[config.mk]
export PLATFORM = sky130hd
export DESIGN_NAME = ps2_scancode_collector
export DESIGN_NICKNAME = d
export VERILOG_FILES = /design/src/rtl/ps2_pkg.sv /design/src/rtl/ps2_frame_rx.sv /design/src/rtl/ps2_scancode_collector.sv
export SDC_FILE = /design/constraint.sdc
export NUM_CORES = 1
export LEC_CHECK = 0
export CAP_MARGIN = 20
export CORE_ASPECT_RATIO = 0.9
export CORE_MARGIN = 2
export CORE_UTILIZATION = 31
export CTS_CLUSTER_DIAMETER = 120
export DETAILED_ROUTE_END_ITERATION = 10
export PLACE_DENSITY = 0.47
export SYNTH_ARGS = -nofsm -noshare
export SYNTH_HDL_FRONTEND = slang
export SYNTH_SLANG_ARGS = --single-unit
[constraint.sdc]
create_clock -name clk -period 2.13 [get_ports clk]
set_clock_uncertainty 0.1 [all_clocks]
set_input_delay 0.426 -clock clk [delete_from_list [all_inputs] [get_ports clk]]
set_output_delay 0.426 -clock clk [all_outputs]
set_load 0.01 [all_outputs]
[src/rtl/ps2_pkg.sv]
// ps2_pkg
// Shared definitions for the PS/2 scancode collector:
//   - frame_state_e : receiver frame FSM states
//   - byte_kind_e   : classification of an accepted scancode byte
//   - BREAK_CODE, EXT_CODE, DATA_BITS constants
//   - classify_byte : maps a received byte onto byte_kind_e
package ps2_pkg;

  localparam int         DATA_BITS  = 8;
  localparam logic [7:0] BREAK_CODE = 8'hF0;
  localparam logic [7:0] EXT_CODE   = 8'hE0;

  typedef enum logic [1:0] {
    ST_IDLE   = 2'd0,
    ST_DATA   = 2'd1,
    ST_PARITY = 2'd2,
    ST_STOP   = 2'd3
  } frame_state_e;

  typedef enum logic [1:0] {
    KIND_MAKE  = 2'd0,
    KIND_BREAK = 2'd1,
    KIND_EXT   = 2'd2
  } byte_kind_e;

  function automatic byte_kind_e classify_byte(input logic [7:0] b);
    if (b == BREAK_CODE)    return KIND_BREAK;
    else if (b == EXT_CODE) return KIND_EXT;
    else                    return KIND_MAKE;
  endfunction

endpackage

[src/rtl/ps2_frame_rx.sv]
// ps2_frame_rx
// Synchronizes the PS/2 clock/data lines, detects falling edges of the
// keyboard clock and assembles 11-bit frames (start, 8 data LSB first,
// odd parity, stop). An in-progress frame is abandoned if the keyboard
// clock stops falling for TIMEOUT_CYCLES clk cycles.
// Ports:
//   clk, reset_n         system clock, synchronous active-low reset
//   ps2_clk, ps2_data    asynchronous keyboard lines
//   data_byte            last assembled data byte
//   byte_valid           strobe: good frame finished this cycle
//   frame_err            strobe: parity/stop error or timeout this cycle
// The strobes are combinational from registered state so the consumer can
// register the result on the same clk edge that closes the frame.
module ps2_frame_rx
  import ps2_pkg::*;
#(
  parameter int SYNC_STAGES    = 2,
  parameter int TIMEOUT_CYCLES = 100_000
) (
  input  logic       clk,
  input  logic       reset_n,
  input  logic       ps2_clk,
  input  logic       ps2_data,
  output logic [7:0] data_byte,
  output logic       byte_valid,
  output logic       frame_err
);

  localparam int TW = $clog2(TIMEOUT_CYCLES + 1);
  localparam int BW = $clog2(DATA_BITS);

  logic [SYNC_STAGES-1:0] clk_sync;
  logic [SYNC_STAGES-1:0] data_sync;
  logic                   clk_prev;
  logic                   clk_s;
  logic                   data_s;
  logic                   fall;

  frame_state_e           state;
  logic [BW-1:0]          bit_cnt;
  logic [DATA_BITS-1:0]   shift_reg;
  logic                   parity_bit;
  logic [TW-1:0]          to_cnt;

  logic                   stop_edge;
  logic                   frame_good;
  logic                   timeout_hit;

  assign clk_s  = clk_sync[SYNC_STAGES-1];
  assign data_s = data_sync[SYNC_STAGES-1];
  assign fall   = clk_prev & ~clk_s;

  // Synchronizers and edge history reset to the idle-high bus level, so
  // leaving reset with the lines idle never looks like a falling edge.
  // NOTE: every register here is assigned with <= so all flops sample the
  // pre-edge values; a blocking = would let later statements see new values.
  always_ff @(posedge clk) begin
    if (!reset_n) begin
      clk_sync  <= '1;
      data_sync <= '1;
      clk_prev  <= 1'b1;
    end else begin
      clk_sync  <= {clk_sync[SYNC_STAGES-2:0], ps2_clk};
      data_sync <= {data_sync[SYNC_STAGES-2:0], ps2_data};
      clk_prev  <= clk_s;
    end
  end

  // Odd parity over data + parity bit: XOR reduction is 1 for an odd count.
  assign stop_edge   = fall && (state == ST_STOP);
  assign frame_good  = data_s && (^{shift_reg, parity_bit});
  assign timeout_hit = !fall && (state != ST_IDLE) &&
                       (to_cnt == TW'(TIMEOUT_CYCLES - 1));

  assign data_byte  = shift_reg;
  assign byte_valid = stop_edge && frame_good;
  assign frame_err  = (stop_edge && !frame_good) || timeout_hit;

  always_ff @(posedge clk) begin
    if (!reset_n) begin
      state      <= ST_IDLE;
      bit_cnt    <= '0;
      shift_reg  <= '0;
      parity_bit <= 1'b0;
      to_cnt     <= '0;
    end else if (fall) begin
      // A falling edge always clears the timeout, even in the cycle where
      // the counter would otherwise have expired.
      to_cnt <= '0;
      case (state)
        ST_IDLE: begin
          if (!data_s) begin
            state   <= ST_DATA;
            bit_cnt <= '0;
          end
        end
        ST_DATA: begin
          shift_reg <= {data_s, shift_reg[DATA_BITS-1:1]};
          bit_cnt   <= bit_cnt + BW'(1);
          if (bit_cnt == BW'(DATA_BITS - 1)) state <= ST_PARITY;
        end
        ST_PARITY: begin
          parity_bit <= data_s;
          state      <= ST_STOP;
        end
        ST_STOP: state <= ST_IDLE;
        default: state <= ST_IDLE;
      endcase
    end else if (state == ST_IDLE) begin
      to_cnt <= '0;
    end else if (timeout_hit) begin
      state     <= ST_IDLE;
      bit_cnt   <= '0;
      shift_reg <= '0;
      to_cnt    <= '0;
    end else begin
      to_cnt <= to_cnt + TW'(1);
    end
  end

endmodule

[src/rtl/ps2_scancode_collector.sv]
// ps2_scancode_collector
// Receives PS/2 keyboard frames and keeps the last four make codes for a
// 4-digit seven-segment display. Break sequences (F0 xx) are swallowed and
// the extended prefix E0 is ignored.
// Ports:
//   clk, reset_n        system clock, synchronous active-low reset
//   ps2_clk, ps2_data   asynchronous keyboard lines
//   val_out[31:0]       last four make codes, [7:0] newest, [31:24] oldest
//   code_valid          one-cycle pulse when val_out takes a new code
//   frame_err           one-cycle pulse on parity/stop error or timeout
module ps2_scancode_collector
  import ps2_pkg::*;
#(
  parameter int SYNC_STAGES    = 2,
  parameter int TIMEOUT_CYCLES = 100_000
) (
  input  logic        clk,
  input  logic        reset_n,
  input  logic        ps2_clk,
  input  logic        ps2_data,
  output logic [31:0] val_out,
  output logic        code_valid,
  output logic        frame_err
);

  logic [7:0] rx_byte;
  logic       rx_valid;
  logic       rx_err;
  logic       break_pending;

  ps2_frame_rx #(
    .SYNC_STAGES   (SYNC_STAGES),
    .TIMEOUT_CYCLES(TIMEOUT_CYCLES)
  ) u_rx (
    .clk       (clk),
    .reset_n   (reset_n),
    .ps2_clk   (ps2_clk),
    .ps2_data  (ps2_data),
    .data_byte (rx_byte),
    .byte_valid(rx_valid),
    .frame_err (rx_err)
  );

  // rx_valid and rx_err come from mutually exclusive stop-bit outcomes (or a
  // timeout, which cannot coincide with a stop edge), so the two output
  // pulses never overlap.
  always_ff @(posedge clk) begin
    if (!reset_n) begin
      val_out       <= 32'h0000_0000;
      break_pending <= 1'b0;
      code_valid    <= 1'b0;
      frame_err     <= 1'b0;
    end else begin
      code_valid <= 1'b0;
      frame_err  <= rx_err;
      if (rx_valid) begin
        case (classify_byte(rx_byte))
          KIND_BREAK: break_pending <= 1'b1;
          KIND_EXT:   ;
          default: begin
            if (break_pending) begin
              // Key-release code: consume it without touching the display.
              break_pending <= 1'b0;
            end else begin
              val_out    <= {val_out[23:0], rx_byte};
              code_valid <= 1'b1;
            end
          end
        endcase
      end
    end
  end

endmodule

# Yosys cells after proc, flatten, opt, wreduce, memory -nomap -nowiden
# Cells that the tools add are included.
# word_totals
ff_bits	71
inputBits	4
out_inout_bits	34
elab_cells	78
# classes
n_addsub	2
n_eq_ne	14
n_mux	21
bitwise	7
n_reduce_logical	22
# ops
cell	count
2-to-1 mux 8 bit	4
2-to-1 mux 2 bit	9
adder 17 x 1 -> 17 bit (second input constant)	1
== test 17 bit (second input constant)	1
== test 8 bit (second input constant)	2
2-to-1 mux 3 bit	4
XOR reduction 9 bit	1
case mux 2 bit (4 select lines)	1
AND reduction 4 bit	2
OR reduction 4 bit	2
== test 2 bit (second input constant)	3
logical AND 1 bit	6
inequality test 3 bit (second input constant)	2
inverter 1 bit	6
case mux 3 bit (2 select lines)	1
AND reduction 3 bit	2
== test 2 x 1 -> 1 bit (second input constant)	2
inequality test 2 bit (second input constant)	2
AND reduction 2 bit	2
nonzero test 2 bit	2
adder 3 x 1 -> 3 bit (second input constant)	1
== test 3 bit (second input constant)	1
zero test 1 bit	2
zero test 2 bit	1
6 further kinds	6

# Logic depth before layout (Yosys ltp)
# Gate-level depths: netlist (run 1).
# depth
depth_word	10
depth_mapped	7
depth_no_buf	7

# Modules after synthesis
# Synthesis (run 1) repeated with hierarchy kept, for this count alone.
# unflattened
hier_cells	322
area_unflattened_um2	3113.0
# by_module_without_submodules
mod	instances	cells_each	area_per_inst_um2
ps2_frame_rx	1	197	1789.2
ps2_scancode_collector	1	125	1323.8

# Worst setup path after synthesis (run 1)
# Ideal clock, no wire load.
# synth_path
path_kind	flip-flop to flip-flop
from	register u_rx.shift_reg[0], in the netlist u_rx.data_byte[0]
to	register val_out[10]
arrival_ps	1772
required_ps	1958
setup_slack_ps	187
path_stages_with_launch	7
n_path_buf	1
cell_sequence	dfxtp_1 or4b_2 nor3_1 nor2_1 nand4_4 buf_6 mux2i_1
# synth_via
elab_chain_cells	9
word_cells_on_any_way	14
cone_classes	4 x eq/ne; 4 x mux; 1 x bitwise; 5 x reduce/logical
# synth_lines
item	line	rtl
start: declaration	ps2_frame_rx.sv:41	logic [DATA_BITS-1:0] shift_reg;
start signal: assignment	ps2_frame_rx.sv:98	shift_reg <= {data_s, shift_reg[DATA_BITS-1:1]};
== test 8 bit	ps2_pkg.sv:28	else if (b == EXT_CODE) return KIND_EXT;
2-to-1 mux 2 bit	ps2_pkg.sv:28	
2-to-1 mux 2 bit	ps2_pkg.sv:27	if (b == BREAK_CODE) return KIND_BREAK;
2-to-1 mux 2 bit	ps2_scancode_collector.sv:56	if (rx_valid) begin
2-to-1 mux 2 bit	ps2_scancode_collector.sv:48	if (!reset_n) begin
== test 2 bit / == test 2 x 1 -> 1 bit (equally long branches)	ps2_scancode_collector.sv:57	case (classify_byte(rx_byte))
OR reduction 2 bit (no line)	n/a	
inverter 1 bit (no line)	n/a	
AND reduction 3 bit (no line) (*)	n/a	
end signal: assignment	ps2_scancode_collector.sv:65	val_out <= {val_out[23:0], rx_byte};
end: declaration	ps2_scancode_collector.sv:21	output logic [31:0] val_out,
# Mark *: on every way between the ends. The rest lies on a longest branch, timed or not. The select of a mux whose other input is x is not followed.
# A chain may end at the register's enable or synchronous reset.

# Worst setup path after layout (run 1)
# layout_path
from	register u_rx.shift_reg[1], in the netlist u_rx.data_byte[1]
to	register val_out[21]
# The elaborated chain is that of the path after synthesis.

==> metrics.cfg, run 1 <==
[timing]
fmax_mhz = 496
setup_ws_ns = 0.115
min_period_ns = 2.01
rsz0062_at_grt = false
hold_slack_ns = 0.285
setup_violations = 0
slew_viol_final = 0
worst_pin_slew_ns = 0.547
period_share_pct = 94.6
slew-limit-headroom_pct = 63.2
hold_viol = 0

[worst_hold_path]
hold_path_class = input port to register

[synth]
netlist_area_um2 = 2910
ys_seq_elements = 71
synth_cell_type_count = 34
synth_most_common_cell = dfxtp_1
synth_cells = 311
synth_top_area_share_pct = 48.8
yosysSeqAreaShare_pct = 48.8
synthArstFlopShare_pct = 0
yosys.area.top_type = dfxtp_1
synth_edf_count = 0
synth_area_leaders = dfxtp_1 (49%), mux2i_1 (11%), nand2_1 (8.0%)
synth_ff_type = dfxtp_1
synth_common_cells = dfxtp_1 (71), nand2_1 (62), mux2i_1 (32), nor2_1 (25), nand3_1 (17)
synthesis.nets = 322
ys_warn_count = 0
syn_avg_cell_area_um2 = 9.36

[layout]
num-nets-final = 376
syn2layout_area_growth_pct = 29.1
diodes = 0
final_util_pct = 41.2
drive_above_1_share_pct = 12.2

[flow_run]
max_cap_violations = 0

[place]
preCtsSetupSlack_ns = -0.0166
dp_hpwl_um = 4210
place_congestion = 0.780
numPortBuffers = 37

[global_routing]
grt_overflow = 0
grt_pass1_vias = 2111
antenna_found_initial = 0
grt_usage_pct = 13.0
grt_max_degree = 46
grt_pass1_wl_um = 10300

[clocking]
clock_latency_ns = 0.34
cts_buffer_depth = 2
hold_buffers = 0
root_buffer = clkbuf_8
cts_made_buffers = 9
cts_sinks = 71
cts_tree = built
cts.clk_slew.worst_paths_ns = 0.08
htree_num_levels = 3

[critical_path]
startpoint_type = register
end_kind = register
cp.arrival_ns = 2.19
critPathKind = register to register
worstPathMaxFanout = 12
crit_required_ns = 2.30

[detailed_routing]
routed_wl_um = 6060
vias = 2194
firstDrtPassIters = 4
postRouteAntennaNets = 0
dr.first_iter.drc_count = 68
avgViaCountPerCell = 4.46
post_drt_wl_per_cell_um = 12.3
drcViolationCount = 0

[power]
power.density_nw_per_um2 = 685
power.leakage_nw = 1.52
peakVddDrop_v = 0.000331
finalPower_mw = 2.57

[die]
start_util_pct = 31.9
pin_count = 38
fp.dieH_um = 95.9
design.core.area_um2 = 9130
dieArea_um2 = 10200
die_w_um = 106
rows = 33

[run_status]
status = finished, final reports clean

[state kept, by name (all words and copies together), names as in the netlist]
| name | cells |
|---|---|
| break_pending | 1 |
| code_valid | 1 |
| frame_err | 1 |
| u_rx.bit_cnt | 3 |
| u_rx.clk_prev | 1 |
| u_rx.clk_sync | 2 |
| u_rx.data_byte | 8 |
| u_rx.data_sync | 2 |
| u_rx.parity_bit | 1 |
| u_rx.state | 2 |
| u_rx.to_cnt | 17 |
| val_out | 32 |
[per-layer routing]
metal | vias up | wire (µm) | GRT usage [%]
li1 | 1147 | - | -
met1 | 1011 | 3140 | 17.5
met2 | 31 | 2550 | 19.5
met3 | 5 | 294 | 4.81
met4 | 0 | 75 | 4.17
met5 | - | 0 | 0
[worst paths after layout]
kind	from	endpoint	slack, ns	cells past startpoint
worst min-delay path	reset_n	u_rx.state[0]	0.28	3
worst max-delay path	u_rx.data_byte[1]	val_out[21]	0.12	6
worst max register to register	u_rx.data_byte[1]	val_out[21]	0.12	6
worst min register to register	u_rx.clk_sync[0]	u_rx.clk_sync[1]	0.32	1
[stage by stage]
stage                     TNS, ns  instance area (µm²)  instances
final                           0                 3760        492
after floorplan                 0                 2910        311
after global routing            0                 3760        492
after CTS                       0                 3730        489
after detailed placement  -0.0166                 3500        473
after global placement     -0.535                 3500        473
[cells in the final DEF (no fill, tap or decap), types with 3 or more instances in the layout]
cell             count
a21oi_1             11
mux2i_1             32
inv_1                8
dfxtp_1             70
nand2b_1             6
clkdlybuf4s50_1     36
xor2_1              10
buf_4               18
xnor2_1              9
nor2b_1              5
nor3_1               3
clkbuf_8             9
nand4_1              6
clkinvlp_4           3
nand2_1             62
nand3_1             17
nor2_1              25
ha_1                 7
and3_1               4
[where the power goes]
group	internal, mW	switching, mW	total, mW
clock	0.661	0.538	1.20
combinational	0.0125	0.0280	0.0405
sequential	1.33	0.00386	1.33
total	2.00	0.570	2.57
[worst max-delay path: stages (launching register included)]
cell and delay [ns]:
dfxtp_1 0.35, or4b_2 0.68, nor3_2 0.17, nor2_1 0.10, nand4_4 0.17, buf_12 0.18, mux2i_1 0.20
[cell type report]
| class | instances | area (µm²) |
|---|---|---|
| fill | 925 | 5370 |
| sequential | 71 | 1420 |
| multi-input combinational | 218 | 1390 |
| timing repair buffer | 57 | 541 |
| tap | 122 | 153 |
| clock buffer | 9 | 124 |
| clock inverter | 7 | 96.3 |
| inverter | 8 | 30.0 |
[repair_timing]
| action | CTS | global route |
|---|---|---|
| resized for setup | 1 | 2 |
| endpoints found under the setup margin | 27 | 29 |
| pin swaps | 0 | 2 |
| buffers inserted | 0 | 3 |
[kinds of logic (layout without fill, tap and decap cells)]
| group | Yosys count | count (layout) | synth area share [%] |
|---|---|---|---|
| AND/OR/NAND/NOR | 138 | 138 | 22.1 |
| flip-flops | 71 | 71 | 48.8 |
| multiplexers | 32 | 32 | 11.0 |
| XOR/XNOR | 22 | 22 | 7.61 |
| buffers and inverters | 22 | 81 | 3.70 |
| AO/OA/AOI/OAI | 19 | 19 | 3.78 |
| adder cells (fa/ha/maj) | 7 | 7 | 3.01 |
No activity file was read; power rests on OpenSTA's default activity.
==> run 2, diff against run 1 <==
- DONT_BUFFER_PORTS: unset -> 1
- PLACE_DENSITY: 0.47 -> 0.42
==> metrics.cfg, run 2 (synthesis gave the netlist of run 1 again) <==
[die]
die_w_um = 106  ; unchanged
design.core.area_um2 = 9130  ; unchanged
rows = 33  ; unchanged
start_util_pct = 31.9  ; unchanged
dieArea_um2 = 10200  ; unchanged
fp.dieH_um = 95.9  ; unchanged
pin_count = 38  ; unchanged

[clocking]
htree_num_levels = 3  ; unchanged
clock_latency_ns = 0.34  ; about the same
cts_sinks = 71  ; unchanged
root_buffer = clkbuf_8
cts.clk_slew.worst_paths_ns = 0.08  ; about the same
cts_buffer_depth = 2  ; unchanged
cts_tree = built
cts_made_buffers = 9  ; unchanged

[detailed_routing]
postRouteAntennaNets = 0  ; unchanged
routed_wl_um = 5680  ; -6.3%
drcViolationCount = 0  ; unchanged
avgViaCountPerCell = 4.51  ; +1.2%
post_drt_wl_per_cell_um = 12.6  ; +2.5%
firstDrtPassIters = 6  ; +2
dr.first_iter.drc_count = 133  ; +96%
vias = 2031  ; -7.4%

[timing]
setup_violations = 0  ; unchanged
worst_pin_slew_ns = 0.521  ; -0.0258 ns
rsz0062_at_grt = false
hold_viol = 0  ; unchanged
setup_ws_ns = 0.125  ; +0.00933 ns
slew-limit-headroom_pct = 65.2  ; +2.1 points
slew_viol_final = 0  ; unchanged
fin_setup_tns_ns = 0  ; unchanged
period_share_pct = 94.1  ; -0.44 points
fmax_mhz = 499  ; +0.47%
min_period_ns = 2.01  ; -0.00933 ns

[global_routing]
grt_pass1_wl_um = 9720  ; -5.9%
grt_usage_pct = 12.2  ; -0.81 points
grt_overflow = 0  ; unchanged
grt_max_degree = 51  ; +11%
antenna_found_initial = 0  ; unchanged
grt_pass1_vias = 2025  ; -4.1%

[layout]
layout_common_cells = dfxtp_1 (71), nand2_1 (62), mux2i_1 (32), nor2_1 (25), nand3_1 (17)
fillCellCount = 928  ; +0.32%
fin_area_um2 = 3370  ; -10%
layout_commonest_cell = dfxtp_1
diodes = 0  ; unchanged
syn2layout_area_growth_pct = 15.8
regMostFlops = val_out
largest_register_ff_count = 32  ; unchanged
num-nets-final = 334  ; -11%
drive_above_1_share_pct = 11.9  ; -0.27 points

[power]
power.density_nw_per_um2 = 750  ; +9.5%
peakVddDrop_v = 0.000337  ; +1.7%
power.leakage_nw = 1.39  ; -8.7%

[critical_path]
worstPathMaxFanout = 18  ; +6
crit_required_ns = 2.29  ; about the same
cp.arrival_ns = 2.17  ; -0.02 ns
critPathKind = register to register
end_kind = register
startpoint_type = register

[place]
place_congestion = 0.699  ; -10%
dp_hpwl_um = 3890  ; -7.5%
preCtsSetupSlack_ns = 0.0632  ; +0.0798 ns
numPortBuffers = 0  ; -100%
placed_area_um2 = 3140  ; -10%

[run_status]
status = finished, final reports clean

[flow_run]
max_cap_violations = 0  ; unchanged

[worst_hold_path]
hold_path_class = input port to register

[run 2: cell count changes in the layout (fill, tap and decap cells not counted)]
cell / before / now
clkinv_2: 1 / 2
buf_4: 18 / 12
a211oi_2: 0 / 1
buf_12: 2 / 3
dfxtp_2: 1 / 0
clkinvlp_4: 3 / 1
clkinv_4: 0 / 1
a211oi_1: 1 / 0
dfxtp_1: 70 / 71
clkdlybuf4s50_1: 36 / 0
buf_2: 1 / 0
[run 2: report_power, final]
group / internal [mW] / switching (mW)
Sequential: 1.33 / 0.00348
Clock: 0.661 / 0.513
Combinational: 0.00691 / 0.0120
[run 2: worst paths after layout]
path                            cells past startpoint  slack, ns                 to              start
worst max-delay path                                6       0.12        val_out[19]  u_rx.data_byte[1]
worst max register to register                      6       0.12        val_out[19]  u_rx.data_byte[1]
worst min-delay path                                1       0.06  u_rx.data_sync[0]            reset_n
worst min register to register                      1       0.31  u_rx.data_sync[1]  u_rx.data_sync[0]
[run 2: critical path, cell delays in order (launching register included)]
cell     delay [ns]
dfxtp_1        0.36
or4b_2         0.66
nor3_2         0.20
nor2_1         0.09
nand4_4        0.12
buf_12         0.19
mux2i_1        0.20
[run 2: stage by stage]
step	hold slack [ns]	total power [mW]	instances	util, %
after floorplan	0.286	1.39	311	-
after global placement	0.302	1.38	434	34.4
after detailed placement	0.293	1.38	434	34.4
after CTS	0.0429	2.58	450	36.8
after global routing	0.0406	2.63	450	36.9
final	0.0608	2.53	450	36.9
[run 2: final cells by class]
cell class | count | area (µm²) | share of cell area, %
Sequential cell | 71 | 1420 | 42.2
Multi-Input combinational cell | 218 | 1400 | 41.5
Tap cell | 122 | 153 | 4.53
Timing Repair Buffer | 15 | 150 | 4.45
Clock buffer | 9 | 124 | 3.67
Clock inverter | 7 | 95.1 | 2.82
Inverter | 8 | 30.0 | 0.891
[run 2: what timing repair did]
item | CTS | global route
hold buffers | 0 | 0
resized for setup | 0 | 3
setup endpoints to repair | 0 | 23
setup buffers | 0 | 0
[run 2: routing by layer]
metal	routed length, µm	part of all wire (%)	vias up	global-route usage (%)
met5	0	0	-	0
met4	80	1.4	0	4.61
met3	342	6.0	8	5.21
met2	2570	45	37	19.8
met1	2690	47	912	14.5
li1	-	-	1074	-
==> run 3, diff against run 2 <==
- CTS_CLUSTER_SIZE: unset -> 28
- HOLD_SLACK_MARGIN: unset -> 0.1
==> metrics.cfg, run 3 (synthesis gave the netlist of run 1 again) <==
[run_status]
status = finished, final reports clean

[clocking]
cts_made_buffers = 9  ; unchanged
cts.clk_slew.worst_paths_ns = 0.08  ; about the same
cts_setup_buffers = 0  ; unchanged
clock_latency_ns = 0.34  ; about the same
htree_num_levels = 3  ; unchanged
cts_sinks = 71  ; unchanged
cts_tree = built
root_buffer = clkbuf_8
cts_buffer_depth = 2  ; unchanged

[detailed_routing]
postRouteAntennaNets = 0  ; unchanged
firstDrtPassIters = 6  ; unchanged
routed_wl_um = 5720  ; +0.76%
dr.first_iter.drc_count = 125  ; -6.0%
post_drt_wl_per_cell_um = 12.6  ; about the same
drcViolationCount = 0  ; unchanged
avgViaCountPerCell = 4.45  ; -1.3%
vias = 2018  ; -0.64%

[power]
swShare_pct = 20.8  ; -0.10 points
peakVddDrop_v = 0.000337  ; about the same
power_frac_seq_pct = 52.8  ; about the same
power.leakage_nw = 1.40  ; +0.80%
p_switching_mw = 0.526  ; -0.45%
p_int_mw = 2.00  ; +0.18%
finalPower_mw = 2.53  ; about the same
pwr-share-comb_pct = 1.0  ; +0.3 points
clock_power_share_pct = 46.3  ; -0.2 points
power.density_nw_per_um2 = 743  ; -0.83%

[critical_path]
cp.arrival_ns = 2.17  ; about the same
critPathKind = register to register
crit_required_ns = 2.29  ; about the same
worstPathMaxFanout = 18  ; unchanged
startpoint_type = register
end_kind = register

[global_routing]
grt_pass1_wl_um = 9780  ; +0.57%
antenna_found_initial = 0  ; unchanged
grt_max_degree = 46  ; -9.8%
grt_pass1_vias = 2027  ; +0.099%
grt_usage_pct = 12.3  ; +0.073 points
grt_overflow = 0  ; unchanged

[timing]
setup_violations = 0  ; unchanged
fmax_mhz = 499  ; about the same
rsz0062_at_grt = false
setup_ws_ns = 0.126  ; +0.00136 ns
hold_slack_ns = 0.138  ; +0.0769 ns
period_share_pct = 94.1  ; about the same
slew-limit-headroom_pct = 65.2  ; about the same
hold_viol = 0  ; unchanged
worst_pin_slew_ns = 0.521  ; -0.000240 ns
min_period_ns = 2.00  ; -0.00136 ns
fin_setup_tns_ns = 0  ; unchanged
slew_viol_final = 0  ; unchanged

[layout]
largest_register_ff_count = 32  ; unchanged
layout_common_cells = dfxtp_1 (71), nand2_1 (62), mux2i_1 (32), nor2_1 (25), nand3_1 (17)
syn2layout_area_growth_pct = 16.8
drive_above_1_share_pct = 11.8  ; -0.11 points
final_util_pct = 37.3  ; +0.33 points
fin_area_um2 = 3400  ; +0.89%
regMostFlops = val_out
final_cell_count_no_fill = 453  ; +0.67%
fillCellCount = 925  ; -0.32%
num-nets-final = 337  ; +0.90%
diodes = 0  ; unchanged
layout_commonest_cell = dfxtp_1

[worst_hold_path]
hold_path_class = input port to register

[place]
dp.cells = 434  ; unchanged
place_congestion = 0.699  ; unchanged
numPortBuffers = 0  ; unchanged
preCtsSetupSlack_ns = 0.0632  ; unchanged
dp_hpwl_um = 3890  ; unchanged
placed_area_um2 = 3140  ; unchanged

[die]
rows = 33  ; unchanged
die_w_um = 106  ; unchanged
design.core.area_um2 = 9130  ; unchanged
fp.dieH_um = 95.9  ; unchanged
pin_count = 38  ; unchanged
dieArea_um2 = 10200  ; unchanged
start_util_pct = 31.9  ; unchanged

[flow_run]
max_cap_violations = 0  ; unchanged

-- run 3: cell count changes in the layout (fill, tap and decap cells not counted), sizes merged --
| cell | change |
|---|---|
| dlygate4sd3 | +3 |
-- run 3: cell type report --
| class | instances | area [µm²] | share of cell area, % |
|---|---|---|---|
| Sequential cell | 71 | 1420 | 41.8 |
| Multi-Input combinational cell | 218 | 1400 | 41.1 |
| Timing Repair Buffer | 18 | 180 | 5.30 |
| Tap cell | 122 | 153 | 4.49 |
| Clock buffer | 9 | 124 | 3.64 |
| Clock inverter | 7 | 95.1 | 2.80 |
| Inverter | 8 | 30.0 | 0.883 |
-- run 3: power by group through the flow --
stage | sequential [mW] | combinational, mW | clock, mW
6_report | 1.33 | 0.0247 | 1.17
3_5_place_dp | 1.37 | 0.0191 | 0
4_1_cts | 1.33 | 0.0250 | 1.22
2_1_floorplan | 1.36 | 0.0264 | 0
5_1_grt | 1.33 | 0.0280 | 1.27
3_3_place_gp | 1.37 | 0.0193 | 0
-- run 3: metal layers --
layer / up-vias / track usage (%) / wire length (µm)
li1: 1079 / - / -
met1: 905 / 14.8 / 2820
met2: 30 / 19.7 / 2610
met3: 4 / 5.21 / 260
met4: 0 / 4.61 / 36
met5: - / 0 / 0
-- run 3: critical path, cell delays in order, from the launching register on --
cell and delay (ns):
dfxtp_1 0.36, or4b_2 0.66, nor3_2 0.20, nor2_1 0.09, nand4_4 0.12, buf_12 0.19, mux2i_1 0.20
-- run 3: path summary, 6_finish.rpt --
check,slack (ns),from,endpoint,depth (start not counted)
max reg2reg,0.13,u_rx.data_byte[1],val_out[19],6
max,0.13,u_rx.data_byte[1],val_out[19],6
min,0.14,reset_n,u_rx.bit_cnt[0],1
min reg2reg,0.31,u_rx.data_sync[0],u_rx.data_sync[1],1
-- run 3: what timing repair did --
item                                    CTS  global route
endpoints found under the hold margin     6             0
hold buffers                              3             0
resized for setup                         0             3
endpoints found under the setup margin    0            23
